--- src/rtl/vga_avt_write_vram_pkg.sv ---
// vga_avt_write_vram_pkg
// Shared definitions for the host-side text VRAM writer: control-code
// constants, FSM state encoding, VRAM address width and the screen-size
// helper used to derive the number of character cells.
package vga_avt_write_vram_pkg;

  localparam int ADDR_W = 11;

  localparam logic [7:0] CHR_BS = 8'h08;
  localparam logic [7:0] CHR_LF = 8'h0A;
  localparam logic [7:0] CHR_FF = 8'h0C;
  localparam logic [7:0] CHR_CR = 8'h0D;

  typedef enum logic [1:0] {
    ST_IDLE,
    ST_EXEC,
    ST_CLEAR,
    ST_DONE
  } wr_state_t;

  // Number of character cells on the screen (RES_X_MAX * RES_Y_MAX).
  // The result must fit the 11-bit VRAM address space (<= 2048).
  function automatic int screen_cells(input int res_x, input int res_y);
    return res_x * res_y;
  endfunction

endpackage

--- src/rtl/vga_avt_write_vram_if.sv ---
// vga_avt_write_vram_if
// Host byte handshake plus VRAM write port and status of the writer.
//   i_valid/i_data : host byte offer
//   o_ready        : writer accepts a byte this cycle
//   o_we/o_addr/o_wdata : VRAM write port (linear address)
//   o_cursor       : current linear cursor
//   o_busy         : clear-screen in progress
// master = host/VRAM side, slave = the writer block.
interface vga_avt_write_vram_if;
  import vga_avt_write_vram_pkg::*;

  logic              i_valid;
  logic [7:0]        i_data;
  logic              o_ready;
  logic              o_we;
  logic [ADDR_W-1:0] o_addr;
  logic [7:0]        o_wdata;
  logic [ADDR_W-1:0] o_cursor;
  logic              o_busy;

  modport master (
    output i_valid, i_data,
    input  o_ready, o_we, o_addr, o_wdata, o_cursor, o_busy
  );

  modport slave (
    input  i_valid, i_data,
    output o_ready, o_we, o_addr, o_wdata, o_cursor, o_busy
  );

endinterface

--- src/rtl/vga_avt_write_vram_cursor_ctrl.sv ---
// vga_cursor_ctrl
// Keeps the text cursor as a column plus the linear base address of the
// current row, and applies the wrap rules for single-cycle commands.
// Ports:
//   i_clk, i_rst : clock, synchronous active-high reset
//   inc, dec     : advance / back up one cell
//   cr, lf       : carriage return / line feed
//   home         : cursor to cell 0
//   cursor       : registered linear cursor, always row_base + col
module vga_cursor_ctrl
  import vga_avt_write_vram_pkg::*;
#(
  parameter logic [7:0] RES_X_MAX = 8'd80,
  parameter logic [7:0] RES_Y_MAX = 8'd25
) (
  input  logic              i_clk,
  input  logic              i_rst,
  input  logic              inc,
  input  logic              dec,
  input  logic              cr,
  input  logic              lf,
  input  logic              home,
  output logic [ADDR_W-1:0] cursor
);

  localparam int CELLS = screen_cells(int'(RES_X_MAX), int'(RES_Y_MAX));
  localparam logic [ADDR_W-1:0] ROW_W = ADDR_W'(RES_X_MAX);
  localparam logic [ADDR_W-1:0] LAST_COL = ROW_W - 11'd1;
  localparam logic [ADDR_W-1:0] LAST_ROW_BASE = ADDR_W'(CELLS - int'(RES_X_MAX));

  logic [ADDR_W-1:0] col;
  logic [ADDR_W-1:0] row_base;
  logic [ADDR_W-1:0] col_n;
  logic [ADDR_W-1:0] row_base_n;

  // Next column / row base. The last row is compared before adding a row so
  // no intermediate value ever reaches the full screen size.
  always_comb begin
    col_n      = col;
    row_base_n = row_base;
    if (home) begin
      col_n      = '0;
      row_base_n = '0;
    end else if (inc) begin
      if (col == LAST_COL) begin
        col_n      = '0;
        row_base_n = (row_base == LAST_ROW_BASE) ? '0 : row_base + ROW_W;
      end else begin
        col_n = col + 11'd1;
      end
    end else if (dec) begin
      if (col != '0) begin
        col_n = col - 11'd1;
      end else if (row_base != '0) begin
        col_n      = LAST_COL;
        row_base_n = row_base - ROW_W;
      end
    end else if (cr) begin
      col_n = '0;
    end else if (lf) begin
      row_base_n = (row_base == LAST_ROW_BASE) ? '0 : row_base + ROW_W;
    end
  end

  // The cursor is registered from the same next values so it always equals
  // row_base + col without a combinational adder on the output.
  always_ff @(posedge i_clk) begin
    if (i_rst) begin
      col      <= '0;
      row_base <= '0;
      cursor   <= '0;
    end else begin
      col      <= col_n;
      row_base <= row_base_n;
      cursor   <= row_base_n + col_n;
    end
  end

endmodule

--- src/rtl/vga_avt_write_vram.sv ---
// vga_avt_write_vram
// Host-side writer into the text VRAM. Accepts bytes over valid/ready,
// writes printable bytes at the cursor, interprets CR/LF/BS as cursor moves
// and FF as a full clear-screen with FILL_CHAR.
// Ports:
//   i_clk, i_rst : clock, synchronous active-high reset
//   bus (slave)  : i_valid/i_data in; o_ready, o_we, o_addr, o_wdata,
//                  o_cursor, o_busy out (all registered)
module vga_avt_write_vram
  import vga_avt_write_vram_pkg::*;
#(
  parameter logic [7:0] RES_X_MAX = 8'd80,
  parameter logic [7:0] RES_Y_MAX = 8'd25,
  parameter logic [7:0] FILL_CHAR = 8'h20
) (
  input  logic                 i_clk,
  input  logic                 i_rst,
  vga_avt_write_vram_if.slave  bus
);

  localparam int CELLS = screen_cells(int'(RES_X_MAX), int'(RES_Y_MAX));
  localparam logic [ADDR_W-1:0] LAST_ADDR = ADDR_W'(CELLS - 1);

  wr_state_t         state;
  wr_state_t         state_n;
  logic              we_q;
  logic              we_n;
  logic [ADDR_W-1:0] addr_q;
  logic [ADDR_W-1:0] addr_n;
  logic [7:0]        wdata_q;
  logic [7:0]        wdata_n;
  logic              busy_q;
  logic              busy_n;
  logic              ready_q;
  logic              ready_n;
  logic [7:0]        cmd_q;
  logic [7:0]        cmd_n;
  logic              cur_inc;
  logic              cur_dec;
  logic              cur_cr;
  logic              cur_lf;
  logic              cur_home;
  logic [ADDR_W-1:0] cursor;
  logic              accept;

  assign accept = bus.i_valid && ready_q;

  // Handshake / clear FSM. The accepted byte is decoded in the accept cycle
  // so the VRAM write (or the first clear write) appears one cycle later;
  // the cursor command is issued in EXEC so its result shows the cycle
  // after. During a clear, DONE is the cycle presenting the last address
  // and it issues the cursor home.
  always_comb begin
    state_n  = state;
    we_n     = 1'b0;
    addr_n   = addr_q;
    wdata_n  = wdata_q;
    busy_n   = 1'b0;
    cmd_n    = cmd_q;
    cur_inc  = 1'b0;
    cur_dec  = 1'b0;
    cur_cr   = 1'b0;
    cur_lf   = 1'b0;
    cur_home = 1'b0;

    case (state)
      ST_IDLE: begin
        if (accept) begin
          cmd_n   = bus.i_data;
          state_n = ST_EXEC;
          if (bus.i_data == CHR_FF) begin
            we_n    = 1'b1;
            addr_n  = '0;
            wdata_n = FILL_CHAR;
            busy_n  = 1'b1;
          end else if (bus.i_data != CHR_BS && bus.i_data != CHR_LF &&
                       bus.i_data != CHR_CR) begin
            we_n    = 1'b1;
            addr_n  = cursor;
            wdata_n = bus.i_data;
          end
        end
      end
      ST_EXEC: begin
        state_n = ST_IDLE;
        case (cmd_q)
          CHR_FF: begin
            we_n    = 1'b1;
            addr_n  = addr_q + 11'd1;
            busy_n  = 1'b1;
            state_n = (addr_q + 11'd1 == LAST_ADDR) ? ST_DONE : ST_CLEAR;
          end
          CHR_CR:  cur_cr  = 1'b1;
          CHR_LF:  cur_lf  = 1'b1;
          CHR_BS:  cur_dec = 1'b1;
          default: cur_inc = 1'b1;
        endcase
      end
      ST_CLEAR: begin
        we_n   = 1'b1;
        addr_n = addr_q + 11'd1;
        busy_n = 1'b1;
        if (addr_q + 11'd1 == LAST_ADDR) begin
          state_n = ST_DONE;
        end
      end
      ST_DONE: begin
        cur_home = 1'b1;
        state_n  = ST_IDLE;
      end
      default: state_n = ST_IDLE;
    endcase

    ready_n = (state_n == ST_IDLE);
  end

  // State and registered outputs; reset wins in every state, aborting a
  // clear in progress.
  always_ff @(posedge i_clk) begin
    if (i_rst) begin
      state   <= ST_IDLE;
      we_q    <= 1'b0;
      addr_q  <= '0;
      wdata_q <= '0;
      busy_q  <= 1'b0;
      ready_q <= 1'b1;
      cmd_q   <= '0;
    end else begin
      state   <= state_n;
      we_q    <= we_n;
      addr_q  <= addr_n;
      wdata_q <= wdata_n;
      busy_q  <= busy_n;
      ready_q <= ready_n;
      cmd_q   <= cmd_n;
    end
  end

  vga_cursor_ctrl #(
    .RES_X_MAX (RES_X_MAX),
    .RES_Y_MAX (RES_Y_MAX)
  ) u_cursor (
    .i_clk  (i_clk),
    .i_rst  (i_rst),
    .inc    (cur_inc),
    .dec    (cur_dec),
    .cr     (cur_cr),
    .lf     (cur_lf),
    .home   (cur_home),
    .cursor (cursor)
  );

  assign bus.o_ready  = ready_q;
  assign bus.o_we     = we_q;
  assign bus.o_addr   = addr_q;
  assign bus.o_wdata  = wdata_q;
  assign bus.o_busy   = busy_q;
  assign bus.o_cursor = cursor;

endmodule

--- src/flat_wrapper.sv ---
// flat-port wrapper written by rule: the top's interface ports become plain ports
module vga_avt_write_vram_flat import vga_avt_write_vram_pkg::*;
#(
  parameter logic [7:0] RES_X_MAX = 8'd80,
  parameter logic [7:0] RES_Y_MAX = 8'd25,
  parameter logic [7:0] FILL_CHAR = 8'h20
)
  (i_clk, i_rst, bus_i_valid, bus_i_data, bus_o_ready, bus_o_we, bus_o_addr, bus_o_wdata, bus_o_cursor, bus_o_busy);
  vga_avt_write_vram_if bus_i ();
  input  logic i_clk;
  input  logic i_rst;
  input wire logic [$bits(bus_i.i_valid)-1:0] bus_i_valid;
  input wire logic [$bits(bus_i.i_data)-1:0] bus_i_data;
  output wire logic [$bits(bus_i.o_ready)-1:0] bus_o_ready;
  output wire logic [$bits(bus_i.o_we)-1:0] bus_o_we;
  output wire logic [$bits(bus_i.o_addr)-1:0] bus_o_addr;
  output wire logic [$bits(bus_i.o_wdata)-1:0] bus_o_wdata;
  output wire logic [$bits(bus_i.o_cursor)-1:0] bus_o_cursor;
  output wire logic [$bits(bus_i.o_busy)-1:0] bus_o_busy;
  assign bus_i.i_valid = bus_i_valid;
  assign bus_i.i_data = bus_i_data;
  assign bus_o_ready = bus_i.o_ready;
  assign bus_o_we = bus_i.o_we;
  assign bus_o_addr = bus_i.o_addr;
  assign bus_o_wdata = bus_i.o_wdata;
  assign bus_o_cursor = bus_i.o_cursor;
  assign bus_o_busy = bus_i.o_busy;
  vga_avt_write_vram #(.RES_X_MAX(RES_X_MAX), .RES_Y_MAX(RES_Y_MAX), .FILL_CHAR(FILL_CHAR)) u_core (.i_clk(i_clk), .i_rst(i_rst), .bus(bus_i));
endmodule
--- config.mk ---
export PLATFORM = sky130hd
export DESIGN_NAME = vga_avt_write_vram_flat
export DESIGN_NICKNAME = d
export VERILOG_FILES = /design/src/rtl/vga_avt_write_vram_pkg.sv /design/src/rtl/vga_avt_write_vram_if.sv /design/src/rtl/vga_avt_write_vram_cursor_ctrl.sv /design/src/rtl/vga_avt_write_vram.sv /design/src/flat_wrapper.sv
export SDC_FILE = /design/constraint.sdc
export NUM_CORES = 1
export LEC_CHECK = 0
export ABC_AREA = 0
export CAP_MARGIN = 20
export CORE_MARGIN = 2
export CORE_UTILIZATION = 55
export DETAILED_ROUTE_END_ITERATION = 10
export PLACE_DENSITY = 0.77
export SYNTH_ARGS = -nofsm -noshare
export SYNTH_HDL_FRONTEND = slang
export SYNTH_SLANG_ARGS = --single-unit
--- constraint.sdc ---
create_clock -name i_clk -period 5.6 [get_ports i_clk]
set_clock_uncertainty 0.05 [all_clocks]
set_input_delay 1.12 -clock i_clk [delete_from_list [all_inputs] [get_ports i_clk]]
set_output_delay 1.12 -clock i_clk [all_outputs]
set_load 0.01 [all_outputs]
# == Word level (Yosys, flattened, before mapping) ==
# Index checks and enable logic that the tools add are counted.
# op_classes
muxes,45
n_reduce_logical,13
eq_ne,17
add_sub_neg,6
# ops
op,n
11-bit two-way mux,20
"8-bit by 4-bit == test with 1-bit output, second input constant",5
11-bit one-hot mux with 3 select lines,1
"8-bit by 4-bit inequality test with 1-bit output, second input constant",3
"11-bit by 1-bit adder with 11-bit output, second input constant",2
"11-bit == test, second input constant",2
11-bit nonzero test,2
1-bit two-way mux,16
8-bit two-way mux,2
11-bit adder,1
"11-bit by 7-bit adder with 11-bit output, second input constant",1
"11-bit by 7-bit == test with 1-bit output, second input constant",1
"11-bit by 1-bit subtractor with 11-bit output, second input constant",1
"11-bit by 7-bit subtractor with 11-bit output, second input constant",1
2-bit one-hot mux with 4 select lines,1
2-bit two-way mux,3
1-bit one-hot mux with 3 select lines,2
"2-bit == test, second input constant",2
2-bit zero test,2
4-bit AND reduction,1
4-bit OR reduction,1
1-bit logical AND,3
"3-bit by 1-bit inequality test with 1-bit output, second input constant",1
3-bit AND reduction,1
6 further kinds,6
# word_totals
word_cells,91
ff_bits,65
output_inout_bits,33
in_bits,11

# == Longest topological paths before layout ==
# depth
word_depth,9
ltp_mapped,20
mapped_depth_nobuf,19

# == Hierarchy ==
# A second synthesis with hierarchy kept.
# hier_totals
hier_cells,602
hier_area_um2,4720.8
# by_module_without_submodules
module,area_each_um2,instances,cells_each
vga_cursor_ctrl,2925.3,1,382
vga_avt_write_vram,1795.5,1,220

# == Worst setup path after synthesis ==
# No wires, ideal clock.
# synth_timing
path_kind,flip-flop to flip-flop
start,register u_core.state[1]
end,register u_core.u_cursor.cursor[10]
slack_ps,1665
t_arrival_ps,3827
stages_incl_launch_ff,21
t_required_ps,5492
period_less_slack_ps,3935
path_cell_list,dfxtp_1 > inv_1 > ha_1 > nor3b_4 > nand3_1 > clkbuf_1 > a21oi_1 > o21ai_0 > a21oi_1 > a31oi_1 > nor2_1 > ha_1 > inv_1 > fa_1 > nand2b_1 > a21oi_1 > o2111ai_1 > a21oi_1 > or3b_2 > mux2i_1 > a211o_1
# synth_lines
item,line_no,rtl
start: declaration,vga_avt_write_vram.sv:24,wr_state_t state;
start signal: assignment,vga_avt_write_vram.sv:129,state <= state_n;
2-bit by 1-bit == test with 1-bit output,vga_avt_write_vram.sv:66,case (state)
1-bit two-way mux,vga_avt_write_vram.sv:66,
11-bit two-way mux,vga_avt_write_vram_cursor_ctrl.sv:58,end else if (cr) begin
11-bit two-way mux,vga_avt_write_vram_cursor_ctrl.sv:51,end else if (dec) begin
11-bit two-way mux,vga_avt_write_vram_cursor_ctrl.sv:44,end else if (inc) begin
11-bit two-way mux (*),vga_avt_write_vram_cursor_ctrl.sv:41,if (home) begin
via u_core.u_cursor.col_n[0],vga_avt_write_vram_cursor_ctrl.sv:33,logic [ADDR_W-1:0] col_n;
11-bit adder (*),vga_avt_write_vram_cursor_ctrl.sv:75,cursor <= row_base_n + col_n;
end signal: assignment,vga_avt_write_vram_cursor_ctrl.sv:75,
end: declaration,vga_avt_write_vram_cursor_ctrl.sv:23,output logic [ADDR_W-1:0] cursor
# The timed path passes the listed nets; every way through them passes the cells marked *.
# A chain may end at the register's enable or synchronous reset.

# == Worst setup path in the final report ==
# layout_timing
start,register u_core.u_cursor.col[0]
end,register u_core.u_cursor.cursor[10]
# layout_via
elab_chain_cells,6
# layout_rtl
item,line_no,rtl
start: declaration,vga_avt_write_vram_cursor_ctrl.sv:31,logic [ADDR_W-1:0] col;
start signal: assignment,vga_avt_write_vram_cursor_ctrl.sv:73,col <= col_n;
"11-bit by 1-bit subtractor with 11-bit output, or another cell as far along",vga_avt_write_vram_cursor_ctrl.sv:53,col_n = col - 11'd1;
11-bit two-way mux,vga_avt_write_vram_cursor_ctrl.sv:52,if (col != '0) begin
11-bit two-way mux,vga_avt_write_vram_cursor_ctrl.sv:51,
11-bit two-way mux (*),vga_avt_write_vram_cursor_ctrl.sv:44,
11-bit two-way mux (*),vga_avt_write_vram_cursor_ctrl.sv:41,
via u_core.u_cursor.col_n[0],vga_avt_write_vram_cursor_ctrl.sv:33,
11-bit adder (*),vga_avt_write_vram_cursor_ctrl.sv:75,
# Marked as above.

==> qor.csv <==
metric,value,unit
setup_violations,0,
synth_area_leaders,"dfxtp_1, nor2_1, ha_1",
cp-startpoint,u_core.u_cursor.col[0]$_SDFF_PP0_,
grt_pass1_wl,20.80,mm
wirelength,12.94,mm
synth-seq-cells,65,
rows,32,
port-buffer-count,43,
gp_congestion,0.9361,
cts_root_buf,clkbuf_8,
area_growth,12.99,%
yosysMostFrequentCell,nor2_1,
ys_types,71,
cts_tree,built,
timing.setup.tns,0,ns
whs_path_depth,2,
vias_per_cell,6.326,
crit_arrival,4.90,ns
antenna_found_initial,0,
fin_cells,723,
min_period,4.654,ns
crit_family,simple AND/OR/NAND/NOR gates,
maxCapViolCount,0,
syn_nets,631,
numClockSinks,65,
critPathCaptureType,flip-flop,
status,completed,
cts_resized,0,
hold_violations,0,
reg2reg_from,u_core.u_cursor.col[0]$_SDFF_PP0_,
seq_area_frac_synth,28.93,%
cp.required,5.84,ns
crit_type,reg2reg,
cts_buffer_depth,2,
grt-ovfl-total,0,
die_area,0.008918,mm^2
rr_worst_depth,19,
postCtsSetupBuffers,0,
wl_per_cell,17.90,um
die_w,94.44,um
fmax,214.9,MHz
ir_worst_vdd,0.0001847,V
r2r_end,u_core.u_cursor.cursor[10]$_SDFF_PP0_,
nNetsFinal,652,
holdPathEnd,u_core.bus.o_wdata[7]$_SDFFE_PP0P_,
tightest_slew,1.129,ns
cts.clk_slew.worst_paths,0.07,ns
drtAntennaViolNets,0,
synthesis.area,0.004498,mm^2
synth_flop_cell,dfxtp_1,
drt_iter0_drc,393,
dp_cells,709,
core,0.007807,mm^2
synth_common_cells,"nor2_1, dfxtp_1, nand2_1",
start_kind,flip-flop,
num_vias,4574,
cp_cell_sequence,inv_1 > ha_1 > nor4b_2 > nand3_1 > a21oi_1 > o21ai_0 > a21oi_1 > a31oi_1 > nor2_1 > ha_1 > inv_1 > fa_1 > nand2b_1 > a21oi_1 > o2111ai_1 > a21oi_1 > or3b_2 > mux2i_1 > a211o_1,
first_global_vias,4184,
maxSlewViolCount,0,
synthCells,597,
slowest_stage,or3b_2,
fp.dieH,94.44,um
synth_top_area_share,28.93,%
path_max_fanout,9,
synth_warnings,0,
final_util,65.10,%
p_per_area,407.8,mW/mm^2
dp_hpwl,9.383,mm
async_reset_ff_share,0,%
drive_above_1_share,5.314,%
drc,0,
rrSetupSlack,0.95,ns
synth_edf_count,0,
numCtsBuffers,9,
syn_avg_cell_area,7.534,um^2
rsz0062_at_grt,no,
hp-start,u_core.bus.o_wdata[7]$_SDFFE_PP0P_,
grt_usage,29.62,%
drtPass1Iterations,5,
grt_max_degree,29,
critPathMostFrequentCell,a21oi_1,
p_leak,1.901,nW
pin_count,44,
period_share,83.11,%
holdBufCountCts,0,
yosys.area.top_type,dfxtp_1,
fillers,698,
start_util,57.61,%
clock_latency,0.35,ns
slew_headroom,24.49,%
worst-path-buf-inv,2,
h-tree-depth,3,
min_path_type,reg2reg,
cpPeakStageDelay,0.46,ns
antennaDiodeCount,0,
[per-layer routing]
layer / vias to the layer above / track usage (%) / wire [um]
li1: 2206 / - / -
met1: 2158 / 36.43 / 5396
met3: 29 / 5.347 / 941
met2: 181 / 50.95 / 6169
met5: - / 0 / 0
met4: 0 / 12.32 / 433
[how the worst max path moves through the flow]
stage	end	slack (ns)	cells after the start
after detailed placement	u_core.u_cursor.cursor[10]$_SDFF_PP0_	1.12	19
after global placement	u_core.u_cursor.cursor[10]$_SDFF_PP0_	1.31	18
after floorplan	u_core.u_cursor.cursor[10]$_SDFF_PP0_	1.67	20
final	u_core.u_cursor.cursor[10]$_SDFF_PP0_	0.95	19
after global routing	u_core.u_cursor.cursor[10]$_SDFF_PP0_	0.58	17
after CTS	u_core.u_cursor.cursor[10]$_SDFF_PP0_	1.02	19
[cells by family after synthesis]
group	Yosys count	share of synthesized area (%)
fa+ha+maj	23	6.565
compound gates	167	24.34
simple gates	260	29.46
xor+xnor	21	4.089
mux	6	1.363
buf+inv	55	5.257
flops	65	28.93
[cell type report]
class	count	area, um^2	share of cell area, %
multi-input cells	477	2960	58.25
flip-flops and latches	65	1301	25.60
repair buffers	46	452.9	8.912
clock buffers	11	151.4	2.979
well taps	102	127.6	2.511
inverters	19	71.32	1.403
clock inverters	3	17.52	0.3447
[where the power goes]
group	switching (W)	internal, W
Combinational	0.000588	0.000429
Sequential	0.000139	0.000553
Clock	0.000185	0.000178
[worst reg2reg max path, stage by stage, from the launching register on]
cell and delay [ns]:
dfxtp_1 0.39, inv_1 0.13, ha_1 0.21, nor4b_2 0.40, nand3_1 0.34, a21oi_1 0.29, o21ai_0 0.12, a21oi_1 0.15
a31oi_1 0.09, nor2_1 0.21, ha_1 0.23, inv_1 0.06, fa_1 0.39, nand2b_1 0.17, a21oi_1 0.25, o2111ai_1 0.20
a21oi_1 0.19, or3b_2 0.46, mux2i_1 0.14, a211o_1 0.11
[flip-flops by register name, indices dropped and copies added (netlist names)]
name,count
u_core.u_cursor.row_base,11
u_core.bus.o_addr,11
u_core.bus.o_ready,1
u_core.state,2
u_core.bus.o_we,1
u_core.bus.o_wdata,8
u_core.cmd_q,8
u_core.u_cursor.cursor,11
u_core.u_cursor.col,11
u_core.bus.o_busy,1
[cell usage in the layout (no fill, tap or decap), types with 3 or more instances in the layout]
master,netlist,layout
nand4_1,13,13
ha_1,22,22
and4_1,3,3
o31a_1,3,3
a31oi_1,7,7
o21ai_0,37,37
buf_4,1,3
o31ai_1,5,5
and2_1,5,5
nand2_1,53,53
inv_1,19,19
or4_1,3,3
a22oi_1,9,9
o211ai_1,3,3
o21bai_1,3,3
nor2_1,82,82
mux2i_1,5,5
nor4_1,4,4
nand2b_1,10,10
a21oi_1,46,46
a221oi_1,3,3
nand3_1,16,16
o22ai_1,3,3
a211oi_1,17,17
clkbuf_8,0,11
or2_2,3,3
nor3_1,26,26
xnor2_1,11,11
clkdlybuf4s50_1,0,43
nand3b_1,3,3
nor2b_1,12,12
or3_1,5,5
a21o_1,5,5
xor2_1,10,10
dfxtp_1,65,65
and3_1,9,9
[metrics by stage]
stage | worst slack (ns) | area, um^2 | hold slack (ns) | total power [W]
final | 0.9460 | 5082 | 0.4066 | 0.002073
after global routing | 0.5821 | 5082 | 0.4322 | 0.002226
after CTS | 1.020 | 5082 | 0.4090 | 0.002061
after detailed placement | 1.120 | 4913 | 0.3992 | 0.001690
after global placement | 1.313 | 4913 | 0.3930 | 0.001680
after floorplan | 1.665 | 4498 | 0.3863 | 0.001373
Power figures use the tool's default switching activity.
